===== src/rtl/pwm_step_sequencer.sv =====
// Move-command sequencer: takes (period, steps, dir) commands, runs the PWM generator,
// counts its pulses and stops it after the last pulse. Optional queue: `PWM_SEQ_QUEUE_EN.
module pwm_step_sequencer #(
  parameter int W       = 32,
  parameter int MIN_PER = 2
) (
  input  logic         clk,
  input  logic         reset,
  input  logic         cmd_valid,
  output logic         cmd_ready,
  input  logic [W-1:0] cmd_period,
  input  logic [W-1:0] cmd_steps,
  input  logic         cmd_dir,
  input  logic         abort,
  input  logic         pwm_pulse,
  output logic [W-1:0] pwm_f,
  output logic         pwm_rst,
  output logic         dir,
  output logic         busy,
  output logic         done,
  output logic         err,
  output logic [W-1:0] step_count
);

  localparam logic [1:0] S_IDLE  = 2'd0;
  localparam logic [1:0] S_LOAD  = 2'd1;
  localparam logic [1:0] S_RUN   = 2'd2;
  localparam logic [1:0] S_DRAIN = 2'd3;

  logic [1:0]   state_q, state_d;
  logic [W-1:0] period_q, period_d;
  logic [W-1:0] steps_q, steps_d;
  logic [W-1:0] count_q, count_d;
  logic         dir_q, dir_d;
  logic         pulse_q;
  logic         pwm_rst_q, pwm_rst_d;
  logic         done_q, done_d;
  logic         err_q, err_d;

  logic         xfer, cmd_bad, cmd_zero, rise;
  logic [W-1:0] count_inc;

`ifdef PWM_SEQ_QUEUE_EN
  logic         q_valid_q, q_valid_d;
  logic [W-1:0] q_period_q, q_period_d;
  logic [W-1:0] q_steps_q, q_steps_d;
  logic         q_dir_q, q_dir_d;

  assign cmd_ready = reset && !q_valid_q;
`else
  assign cmd_ready = reset && (state_q == S_IDLE);
`endif

  assign xfer      = cmd_valid && cmd_ready;
  assign cmd_bad   = (cmd_period < W'(MIN_PER));
  assign cmd_zero  = (cmd_steps == '0);
  // Rising edge seen between the raw input and its registered copy.
  assign rise      = pwm_pulse && !pulse_q;
  assign count_inc = count_q + W'(rise);

  always_comb begin
    state_d   = state_q;
    period_d  = period_q;
    steps_d   = steps_q;
    count_d   = count_q;
    dir_d     = dir_q;
    pwm_rst_d = pwm_rst_q;
    done_d    = 1'b0;
    err_d     = err_q || (xfer && cmd_bad);
`ifdef PWM_SEQ_QUEUE_EN
    q_valid_d  = q_valid_q;
    q_period_d = q_period_q;
    q_steps_d  = q_steps_q;
    q_dir_d    = q_dir_q;
`endif
    case (state_q)
      S_IDLE: begin
`ifdef PWM_SEQ_QUEUE_EN
        if (q_valid_q) begin
          period_d  = q_period_q;
          steps_d   = q_steps_q;
          dir_d     = q_dir_q;
          count_d   = '0;
          q_valid_d = 1'b0;
          state_d   = S_LOAD;
        end else
`endif
        if (xfer) begin
          if (cmd_bad || cmd_zero) begin
            done_d = 1'b1;
          end else begin
            period_d = cmd_period;
            steps_d  = cmd_steps;
            dir_d    = cmd_dir;
            count_d  = '0;
            state_d  = S_LOAD;
          end
        end
      end
      S_LOAD: begin
        if (abort) begin
          done_d  = 1'b1;
          state_d = S_IDLE;
        end else begin
          pwm_rst_d = 1'b0;
          state_d   = S_RUN;
        end
      end
      S_RUN: begin
        count_d = count_inc;
        if ((count_inc == steps_q) || abort) state_d = S_DRAIN;
      end
      default: begin
        // Hold the generator running until the final pulse has fallen.
        if (!pulse_q) begin
          pwm_rst_d = 1'b1;
          done_d    = 1'b1;
          state_d   = S_IDLE;
`ifdef PWM_SEQ_QUEUE_EN
          if (q_valid_q && !abort) begin
            period_d  = q_period_q;
            steps_d   = q_steps_q;
            dir_d     = q_dir_q;
            count_d   = '0;
            q_valid_d = 1'b0;
            state_d   = S_LOAD;
          end
`endif
        end
      end
    endcase
`ifdef PWM_SEQ_QUEUE_EN
    if (state_q != S_IDLE) begin
      if (abort) begin
        q_valid_d = 1'b0;
      end else if (xfer) begin
        if (cmd_bad || cmd_zero) begin
          done_d = 1'b1;
        end else begin
          q_valid_d  = 1'b1;
          q_period_d = cmd_period;
          q_steps_d  = cmd_steps;
          q_dir_d    = cmd_dir;
        end
      end
    end
`endif
  end

  always_ff @(posedge clk) begin
    if (!reset) begin
      state_q   <= S_IDLE;
      period_q  <= '0;
      steps_q   <= '0;
      count_q   <= '0;
      dir_q     <= 1'b0;
      pulse_q   <= 1'b0;
      pwm_rst_q <= 1'b1;
      done_q    <= 1'b0;
      err_q     <= 1'b0;
    end else begin
      state_q   <= state_d;
      period_q  <= period_d;
      steps_q   <= steps_d;
      count_q   <= count_d;
      dir_q     <= dir_d;
      pulse_q   <= pwm_pulse;
      pwm_rst_q <= pwm_rst_d;
      done_q    <= done_d;
      err_q     <= err_d;
    end
  end

`ifdef PWM_SEQ_QUEUE_EN
  always_ff @(posedge clk) begin
    if (!reset) begin
      q_valid_q  <= 1'b0;
      q_period_q <= '0;
      q_steps_q  <= '0;
      q_dir_q    <= 1'b0;
    end else begin
      q_valid_q  <= q_valid_d;
      q_period_q <= q_period_d;
      q_steps_q  <= q_steps_d;
      q_dir_q    <= q_dir_d;
    end
  end
`endif

  assign pwm_f      = period_q;
  assign pwm_rst    = pwm_rst_q;
  assign dir        = dir_q;
  assign busy       = (state_q != S_IDLE);
  assign done       = done_q;
  assign err        = err_q;
  assign step_count = count_q;

endmodule


===== config.mk =====
export PLATFORM = sky130hd
export DESIGN_NAME = pwm_step_sequencer
export DESIGN_NICKNAME = d
export VERILOG_FILES = /design/src/rtl/pwm_step_sequencer.sv
export SDC_FILE = /design/constraint.sdc
export NUM_CORES = 1
export LEC_CHECK = 0
export CAP_MARGIN = 20
export CORE_ASPECT_RATIO = 0.9
export CORE_UTILIZATION = 35
export CTS_CLUSTER_DIAMETER = 120
export CTS_CLUSTER_SIZE = 25
export DETAILED_ROUTE_END_ITERATION = 8
export PLACE_DENSITY = 0.64
export SYNTH_ARGS = -nofsm -noshare
export SYNTH_HDL_FRONTEND = slang
export SYNTH_SLANG_ARGS = --single-unit

===== constraint.sdc =====
create_clock -name clk -period 5.23 [get_ports clk]
set_input_delay 1.3075 -clock clk [delete_from_list [all_inputs] [get_ports clk]]
set_output_delay 1.3075 -clock clk [all_outputs]
set_load 0.01 [all_outputs]

# After elaboration in Yosys (flattened, before gate mapping)
# Index checks and enable logic that the tools add are counted.
# word_totals
reg_bits	103
in_bits	70
out_inout_bits	70
elab_cells	56
# classes
addsub	1
magnitude_cmp	1
eq_ne	9
muxes	17
bitwise	2
reduce_logical	17
# ops
op	n
$mux W32	2
$pmux W32 S2	1
$add A32 B1 Y32	1
$eq A32 B32 Y1	1
$logic_not A32 Y1	1
$lt A32 B2 Y1 const B	1
$mux W2	5
$reduce_and A3 Y1	3
$ne A2 B2 Y1 const B	4
$mux W1	6
$pmux W2 S3	1
$logic_and A1 B1 Y1	4
$ne A4 B1 Y1 const B	1
$reduce_and A4 Y1	1
$reduce_bool A2 Y1	2
$logic_or A1 B1 Y1	3
$pmux W1 S3	1
$eq A2 B1 Y1 const B	1
$eq A2 B2 Y1 const B	1
$logic_not A2 Y1	1
$ne A2 B1 Y1 const B	1
$not A1 Y1	2
$pmux W1 S2	1
$reduce_or A2 Y1	1
$logic_not A1 Y1	1

# Depth between registers and ports, before layout
# Gate-level depths: netlist of run 1.
# depth
depth_word	7
ltp_mapped	13

# Worst setup path before layout of run 1
# Ideal clock, no wire load.
# synth_timing
kind	input-to-reg
from	in pwm_pulse
to	reg state_q[1]
arrival_ns	4.247
t_required_ns	5.113
slack_ns	0.866
path_stages	12
n_path_buf	1
cell_sequence	nor2b_1 > ha_1 > buf_2 > nand3_2 > nor4_1 > a21oi_1 > or4_4 > nor4_2 > nand4_1 > o41ai_4 > nand2_1 > a32o_2
# synth_between
elab_chain_cells	6
# synth_rtl
item	line_no	text
start: declaration	15	input logic pwm_pulse,
$logic_and A1 B1 Y1	58	assign rise = pwm_pulse && !pulse_q;
$add A32 B1 Y32	59	assign count_inc = count_q + W'(rise);
$eq A32 B32 Y1	111	if ((count_inc == steps_q) || abort) state_d = S_DRAIN;
$logic_or A1 B1 Y1	111	
$ne A2 B2 Y1 (no line)	n/a	
$reduce_and A4 Y1 (no line)	n/a	
end signal: assignment	162	state_q <= state_d;
end: declaration	30	logic [1:0] state_q, state_d;
# Every way passes these cells.
# A chain may end at the register's enable or synchronous reset.

# Worst setup path in the final report of run 1
# Same ends and word-level chain as after synthesis.

==> reports/summary.md, run 1 <==
The run finished with clean final reports. The synthesized netlist occupies a cell area of 0.005617 mm2. The maximum ir drop on the vdd rail was 0.1696 mV. The number of flip-flops and latches in the synthesized netlist was 103; the cell count after synthesis was 636.

The worst setup path is captured at a register. The die extent in x was 135.5 um. Port buffering added 139 buffers.

The main flop type after synthesis was sky130_fd_sc_hd__dfxtp_1. Count of flip-flops with a built-in enable after synthesis: 0. The die is 122.2 um tall. The core area came out at 0.01555 mm2. The path class of the tightest hold or removal check is register to register. The run gives 4,849 as the number of global-route vias before repair. For the number of antenna violations at the first check in global routing, the log shows 0.

Before antenna repair, the detailed router went through 4 iterations. For the headroom to the max-slew limit, the log shows 0.2823. The detailed-route wire length per cell was 16.67 um; the final clock skew was 0.008281 ns. The logs give 0 for the antenna violation net count after detailed routing and 356 for the violation count after the first detailed-route iteration. The worst hold path passes through 2 cells.

The final route contains 5,062 vias. The total wire length is 16.09 mm, and the power density normalized to cell area is 292.7 mW/mm2. The clock transition time at the flip-flop clock pins of the worst setup and hold paths came out at 0.07 ns. The run gives 103 as the number of sinks handled by clock tree synthesis. In this design, the stage delay of the slowest critical-path cell is 0.50 ns. The sequential area share after synthesis is 0.3671. After detailed routing, the number of remaining DRC violations is 0.

The run gives 11.72 mm as the detailed placement HPWL. The tool flagged a number of max-cap violations equal to 0. The share of the core filled with cells was 0.4853. The async set-reset flop share out of synthesis came out at 0. Share of final-layout standard cells stronger than drive strength 1: 0.05505. The net count of the finished layout is 835. The filler cells instantiated in the layout total 1,460.

Dividing the detail-routed via count by the number of cells gives 5.246. The time the worst path needs with I/O delays and setup was 4.623 ns; the post-cts resize count was 0. Cell chosen for the clock root: sky130_fd_sc_hd__clkbuf_16. For the final count of hold timing violations, the log shows 0. The first-pass GRT wire length was 25.76 mm. Adding up every negative setup slack in the final design gives 0 ns.

The repair_antennas step left the layout with diodes totalling 0. The starting utilization of the core area was 0.3612; the number of warning messages in the yosys log was 0. In this run the core area contains 43 standard-cell rows.

For the worst flop-to-flop path, the logic depth is 9. The clock passes through at most 2 buffers. The worst-margin pin slew was 1.077 ns; the critical path required time was 5.48 ns.

Walking the worst path, the cells encountered are clkdlybuf4s50_1, nor2b_1, ha_1, nand3_2, nor4_1, buf_4, o21bai_1, a221o_1, nor4_2, nand4_1, o41ai_4, nand2_1, a32o_2. For the number of pins exceeding their max-slew limit in the final report, the log shows 0. The logs give 0.2007 for the all-layer global routing usage and 0 for the total global routing overflow. Along the worst path, the maximum fanout reaches 8. For the post-synth net total, the log shows 712. Derived from the worst setup path, the maximum achievable clock frequency is 216.3 MHz.

Setup repair after global routing left no endpoint under its margin. TritonCTS built the clock tree. The tools report the number of buffers added for setup after CTS as 0. At the later pin of the worst-skew pair, clock insertion delay measures 0.36 ns.

Summed over all cells, the static leakage comes to 2.979 nW. The congestion estimate from routability-driven global placement came to 0.9074. The cell type of the slowest stage on the worst timing path was sky130_fd_sc_hd__o41ai_4. The run gives 9 as the number of buffers created by CTS.

The H-tree depth was 3; the area growth from synthesis to layout was 34.35%. In this run, post-CTS hold repair placed 0 buffers. Setup violations remaining at the end of the flow were counted as 0.

140 I/O pins were placed. STA classifies the critical path startpoint as a primary input. Data on the critical path arrives at its endpoint at 4.87 ns. Final critical-path share of the clock period: 0.8839.

The largest net degree at the start of global routing came out at 76. The die covers 0.01656 mm2. A synthesized cell averages 8.831 um2.

The netlist uses 56 different library cells. Kind of critical path: primary input to register.
Yosys cell counts, types with 14 or more instances:
cell	count	area [um2]
sky130_fd_sc_hd__nor2_1	24	90.09
sky130_fd_sc_hd__xnor2_1	26	227.7
sky130_fd_sc_hd__and2_1	14	87.58
sky130_fd_sc_hd__nor2b_1	83	519.3
sky130_fd_sc_hd__dfxtp_1	103	2062
sky130_fd_sc_hd__clkbuf_1	26	97.59
sky130_fd_sc_hd__xor2_1	16	140.1
sky130_fd_sc_hd__nand4_1	17	106.4
sky130_fd_sc_hd__o21a_1	16	120.1
sky130_fd_sc_hd__mux2i_1	68	680.7
sky130_fd_sc_hd__a21oi_1	24	120.1
sky130_fd_sc_hd__nand2_1	34	127.6
sky130_fd_sc_hd__nor4_1	21	131.4
sky130_fd_sc_hd__o21ai_0	28	140.1
sky130_fd_sc_hd__nor3_1	28	140.1
layer usage:
| layer | vias to the layer above | track usage | share of wire |
|---|---|---|---|
| li1 | 2512 | - | - |
| met1 | 2382 | 0.2756 | 0.48 |
| met2 | 151 | 0.3128 | 0.45 |
| met3 | 17 | 0.03829 | 0.061 |
| met4 | 0 | 0.06882 | 0.014 |
| met5 | - | 0 | 0 |
final cells by class:
cell class / instances / area (um2) / area share
timing repair buffer: 149 / 1461 / 0.1937
tap: 202 / 252.7 / 0.03349
multi-input combinational: 489 / 3410 / 0.4518
sequential: 103 / 2062 / 0.2733
clock buffer: 9 / 225.2 / 0.02985
clock inverter: 6 / 108.9 / 0.01443
inverter: 7 / 26.28 / 0.003482
flip-flops by register name (all words and copies together), names as in the netlist:
signal,cells
pwm_f,32
steps_q,32
pulse_q,1
state_q,2
step_count,32
done,1
err,1
pwm_rst,1
dir,1
worst paths after layout:
| check | startpoint | to | slack (ns) |
|---|---|---|---|
| worst max register to register | step_count[5]$_SDFFE_PN0P_ | state_q[1]$_SDFFE_PN0P_ | 1.64 |
| worst max-delay path | pwm_pulse | state_q[1]$_SDFFE_PN0P_ | 0.61 |
| worst min register to register | err$_SDFF_PN0_ | err$_SDFF_PN0_ | 0.51 |
| worst min-delay path | err$_SDFF_PN0_ | err$_SDFF_PN0_ | 0.51 |
worst max-delay path, delay by kind of cell:
family	cells	cell delay, ns
and+or+nand+nor	6	1.31
AOI/OAI and AO/OA	4	1.19
buffers and inverters	2	0.67
adders and majority gates	1	0.38
per-stage QoR:
stage	power [mW]	area, um2	hold slack (ns)	setup slack, ns	std cells
5_1_grt	2.313	7546	0.5437	0.3712	965
2_1_floorplan	1.240	5617	0.4856	0.8656	636
4_1_cts	2.231	7546	0.5249	0.6653	965
3_5_place_dp	1.460	7212	0.5005	0.2972	950
3_3_place_gp	1.451	7212	0.4814	0.3453	950
6_report	2.209	7546	0.5145	0.6072	965
cells in the final DEF (no fill, tap or decap), types with 3 or more instances in the layout:
cell	instances
sky130_fd_sc_hd__nand2b_1	4
sky130_fd_sc_hd__inv_1	7
sky130_fd_sc_hd__dfxtp_1	103
sky130_fd_sc_hd__xor2_1	16
sky130_fd_sc_hd__clkbuf_16	9
sky130_fd_sc_hd__ha_1	6
sky130_fd_sc_hd__or3_1	5
sky130_fd_sc_hd__a31oi_1	3
sky130_fd_sc_hd__nand3b_1	5
sky130_fd_sc_hd__a21oi_1	23
sky130_fd_sc_hd__nand4_1	17
sky130_fd_sc_hd__nor2b_1	83
sky130_fd_sc_hd__a21boi_1	6
sky130_fd_sc_hd__clkdlybuf4s50_1	138
sky130_fd_sc_hd__o21ai_0	28
sky130_fd_sc_hd__nand3_1	11
sky130_fd_sc_hd__mux2i_1	68
sky130_fd_sc_hd__and3_1	8
sky130_fd_sc_hd__nor4_1	21
sky130_fd_sc_hd__xnor2_1	26
sky130_fd_sc_hd__and2_1	14
sky130_fd_sc_hd__and4_1	3
sky130_fd_sc_hd__nor2_1	24
sky130_fd_sc_hd__bufinv_16	3
sky130_fd_sc_hd__nand2_1	34
sky130_fd_sc_hd__buf_4	10
sky130_fd_sc_hd__nor3_1	28
sky130_fd_sc_hd__o21a_1	16
where the power goes:
group	leakage [nW]	switching, mW	internal [mW]
Clock	0.166	0.302	0.465
Combinational	1.98	0.268	0.285
Sequential	0.837	0.0460	0.842
Total	2.98	0.616	1.59
cells by family after synthesis:
kind of cell,share of synthesized area
and+or+nand+nor,0.2756
buffers and inverters,0.03030
adders and majority gates,0.01337
xor gates and xnor gates,0.06549
AOI/OAI and AO/OA,0.1203
DFF,0.3671
muxes,0.1279
No activity file was read; power rests on OpenSTA's default activity.
==> run 2, diff against run 1 <==
- ABC_AREA: unset -> 1
==> run 2 against run 1 <==
Cell area rose by 1.0%. Clock power shrank 5.0%. Total power grew 57%. Via count increased by 24%. Final cell count increased by 30%. Utilization is 1.1 points lower. Setup slack improved by 0.61 ns. Sequential cell count unchanged. First-iteration DRC count rose by 11%. Sequential power is 32% higher. Die area grew 2.2%. Critical path type unchanged. Critical endpoint is now step_count[17]$_SDFFE_PN0P_. Largest cell class unchanged. Largest power group is now combinational cells. Highest routed layer unchanged.
==> reports/summary.md, run 2 <==
The area share of the leading cell type in the synthesized netlist was 0.3590 (was 0.3671); the highest clock rate was 249.2 MHz (was 216.3 MHz). The run gives 1,709 (was 1,460) as the number of filler cells placed in the layout. For the all-layer global routing usage, the log shows 0.2295 (was 0.2007).

TritonCTS built the clock tree. The accumulated negative setup slack was 0 ns (unchanged). For the post-synth design cell area, the log shows 0.005743 mm2 (was 0.005617 mm2). Most frequent cells after synthesis: sky130_fd_sc_hd__nand2_1 (264), sky130_fd_sc_hd__nor2_1 (107), sky130_fd_sc_hd__dfxtp_1 (103) (was sky130_fd_sc_hd__dfxtp_1 (103), sky130_fd_sc_hd__nor2b_1 (83), sky130_fd_sc_hd__mux2i_1 (68)). Final critical-path share of the clock period: 0.7673 (was 0.8839).

The worst-case clock buffer depth is 2 (unchanged). Detailed-route wire length per cell: 14.74 um (was 16.67 um). Most frequent cell after synthesis: sky130_fd_sc_hd__nand2_1 (was sky130_fd_sc_hd__dfxtp_1). The detail-routed via count per cell is 5.013 (was 5.246).

The logs give 995 (was 712) for the post-synth net total and 5 (was 4) for the first-pass iteration count of the detailed router. The time the worst path needs with I/O delays and setup works out to 4.013 ns (was 4.623 ns). Number of buffers created by CTS: 9 (unchanged).

The logs give 0.3573 (was 0.3612) for the starting utilization of the core area and 0.01608 mm2 (was 0.01555 mm2) for the core area. The count of pins on the block boundary is 140 (unchanged), and the worst-margin pin slew is 0.8174 ns (was 1.077 ns). The antenna violation net count after detailed routing came out at 0 (unchanged).

The total area of sequential cells is 0.002062 mm2 (unchanged). The tools report the number of max-cap violations as 0 (unchanged). Async set-reset flop share out of synthesis: 0 (unchanged). For the headroom to the max-slew limit, the log shows 0.4501 (was 0.2823). Die extent in x: 137.0 um (was 135.5 um).

Most used cells in the layout excluding fill and tap cells: sky130_fd_sc_hd__nand2_1 (264), sky130_fd_sc_hd__clkdlybuf4s50_1 (139), sky130_fd_sc_hd__nor2_1 (106), sky130_fd_sc_hd__dfxtp_1 (103), sky130_fd_sc_hd__nand3_1 (96) (was sky130_fd_sc_hd__clkdlybuf4s50_1 (138), sky130_fd_sc_hd__dfxtp_1 (103), sky130_fd_sc_hd__nor2b_1 (83), sky130_fd_sc_hd__mux2i_1 (68), sky130_fd_sc_hd__nand2_1 (34)). The logs give 0.3590 (was 0.3671) for the sequential area share after synthesis and 0 (unchanged) for the final setup violation count. The run finished with clean final reports.

The mean instance size in the synthesized netlist is 6.249 um2 (was 8.831 um2). Worst hold-check path type: register to register (unchanged). Area taken by multi-input logic gates: 0.003174 mm2 (was 0.003410 mm2). Detailed placement HPWL: 13.66 mm (was 11.72 mm). Setup repair after global routing left no endpoint under its margin. The run gives 0 (unchanged) as the number of buffers added for setup after CTS.

The post-cts resize count was 0 (unchanged); the number of sinks handled by clock tree synthesis was 103 (unchanged). The cell chosen for the clock root was sky130_fd_sc_hd__clkbuf_16 (unchanged). The tools report the remaining design rule violation count as 0 (unchanged). The first-pass GRT wire length is 29.55 mm (was 25.76 mm), and the number of global-route vias before repair is 5,815 (was 4,849). Number of antenna violations at the first check in global routing: 0 (unchanged).

The tools report the number of standard-cell rows in the floorplan as 44 (was 43). Worst path arrival time: 4.26 ns (was 4.87 ns). The critical path required time was 5.48 ns (about the same). Cell types occupying the most area after synthesis: sky130_fd_sc_hd__dfxtp_1 (36%), sky130_fd_sc_hd__nand2_1 (17%), sky130_fd_sc_hd__nand3_1 (8.4%) (was sky130_fd_sc_hd__dfxtp_1 (37%), sky130_fd_sc_hd__mux2i_1 (12%), sky130_fd_sc_hd__nor2b_1 (9.2%)). The violation count after the first detailed-route iteration came out at 394 (was 356). The maximum ir drop on the vdd rail was 0.1957 mV (was 0.1696 mV); the routability congestion estimate was 0.8968 (was 0.9074).

The tools report the clock latency of the later-clocked register in the worst-skew pair as 0.37 ns (was 0.36 ns). The commonest non-fill, non-tap cell in the layout was sky130_fd_sc_hd__nand2_1 (was sky130_fd_sc_hd__clkdlybuf4s50_1). The worst hold-check slack was 0.4622 ns (was 0.5145 ns).

The cell count after synthesis was 919 (was 636); the final count of hold timing violations was 0 (unchanged). The total wire length came out at 18.45 mm (was 16.09 mm). The kind of critical path was primary input to register (unchanged).

Net total in the final layout: 1,116 (was 835). The H-tree depth was 3 (unchanged); the number of flip-flops and latches in the synthesized netlist was 103 (unchanged). The vertical die dimension is 123.5 um (was 122.2 um), and the total via count after detailed routing is 6,276 (was 5,062).

The count of buffers from port buffering works out to 139 (unchanged). The number of hold-repair buffers added at the cts stage is 0 (unchanged). Type of origin of the critical path: a primary input (unchanged). Final clock skew: 0.01090 ns (was 0.008281 ns).

The share of final-layout standard cells stronger than drive strength 1 was 0.04593 (was 0.05505). The main flop type after synthesis is sky130_fd_sc_hd__dfxtp_1 (unchanged). The number of warning messages in the yosys log was 0 (unchanged); the clock transition time at the flip-flop clock pins of the worst setup and hold paths was 0.08 ns (was 0.07 ns). The count of flip-flops with a built-in enable after synthesis came out at 0 (unchanged). The count of unique library cells instantiated by Yosys came out at 31 (was 56). Leading area contributor after synthesis: sky130_fd_sc_hd__dfxtp_1 (unchanged). Type of destination of the critical path: a register (unchanged). The number of pins exceeding their max-slew limit in the final report was 0 (unchanged); the area growth from synthesis to layout was 32.75% (was 34.35%). The power density normalized to cell area was 454.2 mW/mm2 (was 292.7 mW/mm2). The largest fanout on the critical path came out at 45 (was 8).

For the diode insertion count for antenna repair, the log shows 0 (unchanged). The logs give 0 (unchanged) for the total global routing overflow and 3.065 nW (was 2.979 nW) for the leakage power. The largest net degree at the start of global routing was 62 (was 76); the total die area was 0.01693 mm2 (was 0.01656 mm2).
[run 2: through the flow]
step | total power, mW | area (um2) | worst slack (ns) | instances | utilization
5_1_grt | 3.764 | 7624 | 1.057 | 1252 | 0.4742
4_1_cts | 3.479 | 7624 | 1.256 | 1252 | 0.4742
6_report | 3.462 | 7624 | 1.217 | 1252 | 0.4742
2_1_floorplan | 2.120 | 5743 | 2.124 | 919 | -
3_3_place_gp | 2.710 | 7284 | 0.9063 | 1235 | 0.4531
3_5_place_dp | 2.739 | 7312 | 0.8879 | 1236 | 0.4549
[run 2: path summary, 6_finish.rpt]
path / endpoint / from / depth (start not counted) / slack [ns]
hold reg to reg: pwm_f[5]$_SDFFE_PN0P_ / pwm_f[5]$_SDFFE_PN0P_ / 2 / 0.46
setup reg to reg: state_q[0]$_SDFFE_PN0P_ / pulse_q$_SDFF_PN0_ / 17 / 2.60
setup / recovery: step_count[17]$_SDFFE_PN0P_ / cmd_steps[12] / 12 / 1.22
hold / removal: pwm_f[5]$_SDFFE_PN0P_ / pwm_f[5]$_SDFFE_PN0P_ / 2 / 0.46
[run 2: worst max-delay path: stages]
cell                              delay [ns]
sky130_fd_sc_hd__clkdlybuf4s50_1        0.44
sky130_fd_sc_hd__nor4_1                 0.74
sky130_fd_sc_hd__nand4_1                0.23
sky130_fd_sc_hd__nor2_1                 0.22
sky130_fd_sc_hd__nor2_2                 0.07
sky130_fd_sc_hd__nor2_1                 0.13
sky130_fd_sc_hd__nor2_1                 0.09
sky130_fd_sc_hd__nand2_2                0.27
sky130_fd_sc_hd__buf_4                  0.46
sky130_fd_sc_hd__nand2_1                0.09
sky130_fd_sc_hd__o21ai_0                0.12
sky130_fd_sc_hd__nor2_1                 0.07
[run 2: cells by family after synthesis]
| kind of cell | after synthesis | share of synthesized area |
|---|---|---|
| XOR/XNOR | 7 | 0.01307 |
| flip-flops | 103 | 0.3590 |
| AND/OR/NAND/NOR | 514 | 0.3845 |
| adder cells (fa/ha/maj) | 6 | 0.01307 |
| buffers and inverters | 128 | 0.08867 |
| AO/OA/AOI/OAI | 161 | 0.1416 |
[run 2: per-layer routing]
| layer | vias up | track usage | wire length (um) |
|---|---|---|---|
| met1 | 2842 | 0.3026 | 8718 |
| met5 | - | 0 | 0 |
| met3 | 17 | 0.07011 | 1593 |
| met4 | 0 | 0.06937 | 233 |
| met2 | 201 | 0.3580 | 7906 |
| li1 | 3216 | - | - |
[run 2: power breakdown]
group | total (mW) | switching (mW) | leakage (nW) | internal [mW]
Clock | 0.729 | 0.347 | 0.154 | 0.382
Sequential | 1.17 | 0.205 | 0.844 | 0.965
Combinational | 1.56 | 0.913 | 2.07 | 0.651
Total | 3.46 | 1.47 | 3.06 | 2.00
[run 2: layout make-up]
cell class / count / share of cell area
Multi-Input combinational cell: 688 / 0.4164
Sequential cell: 103 / 0.2705
Timing Repair Buffer: 148 / 0.1940
Inverter: 90 / 0.04431
Tap cell: 207 / 0.03397
Clock buffer: 9 / 0.02954
Clock inverter: 7 / 0.01132
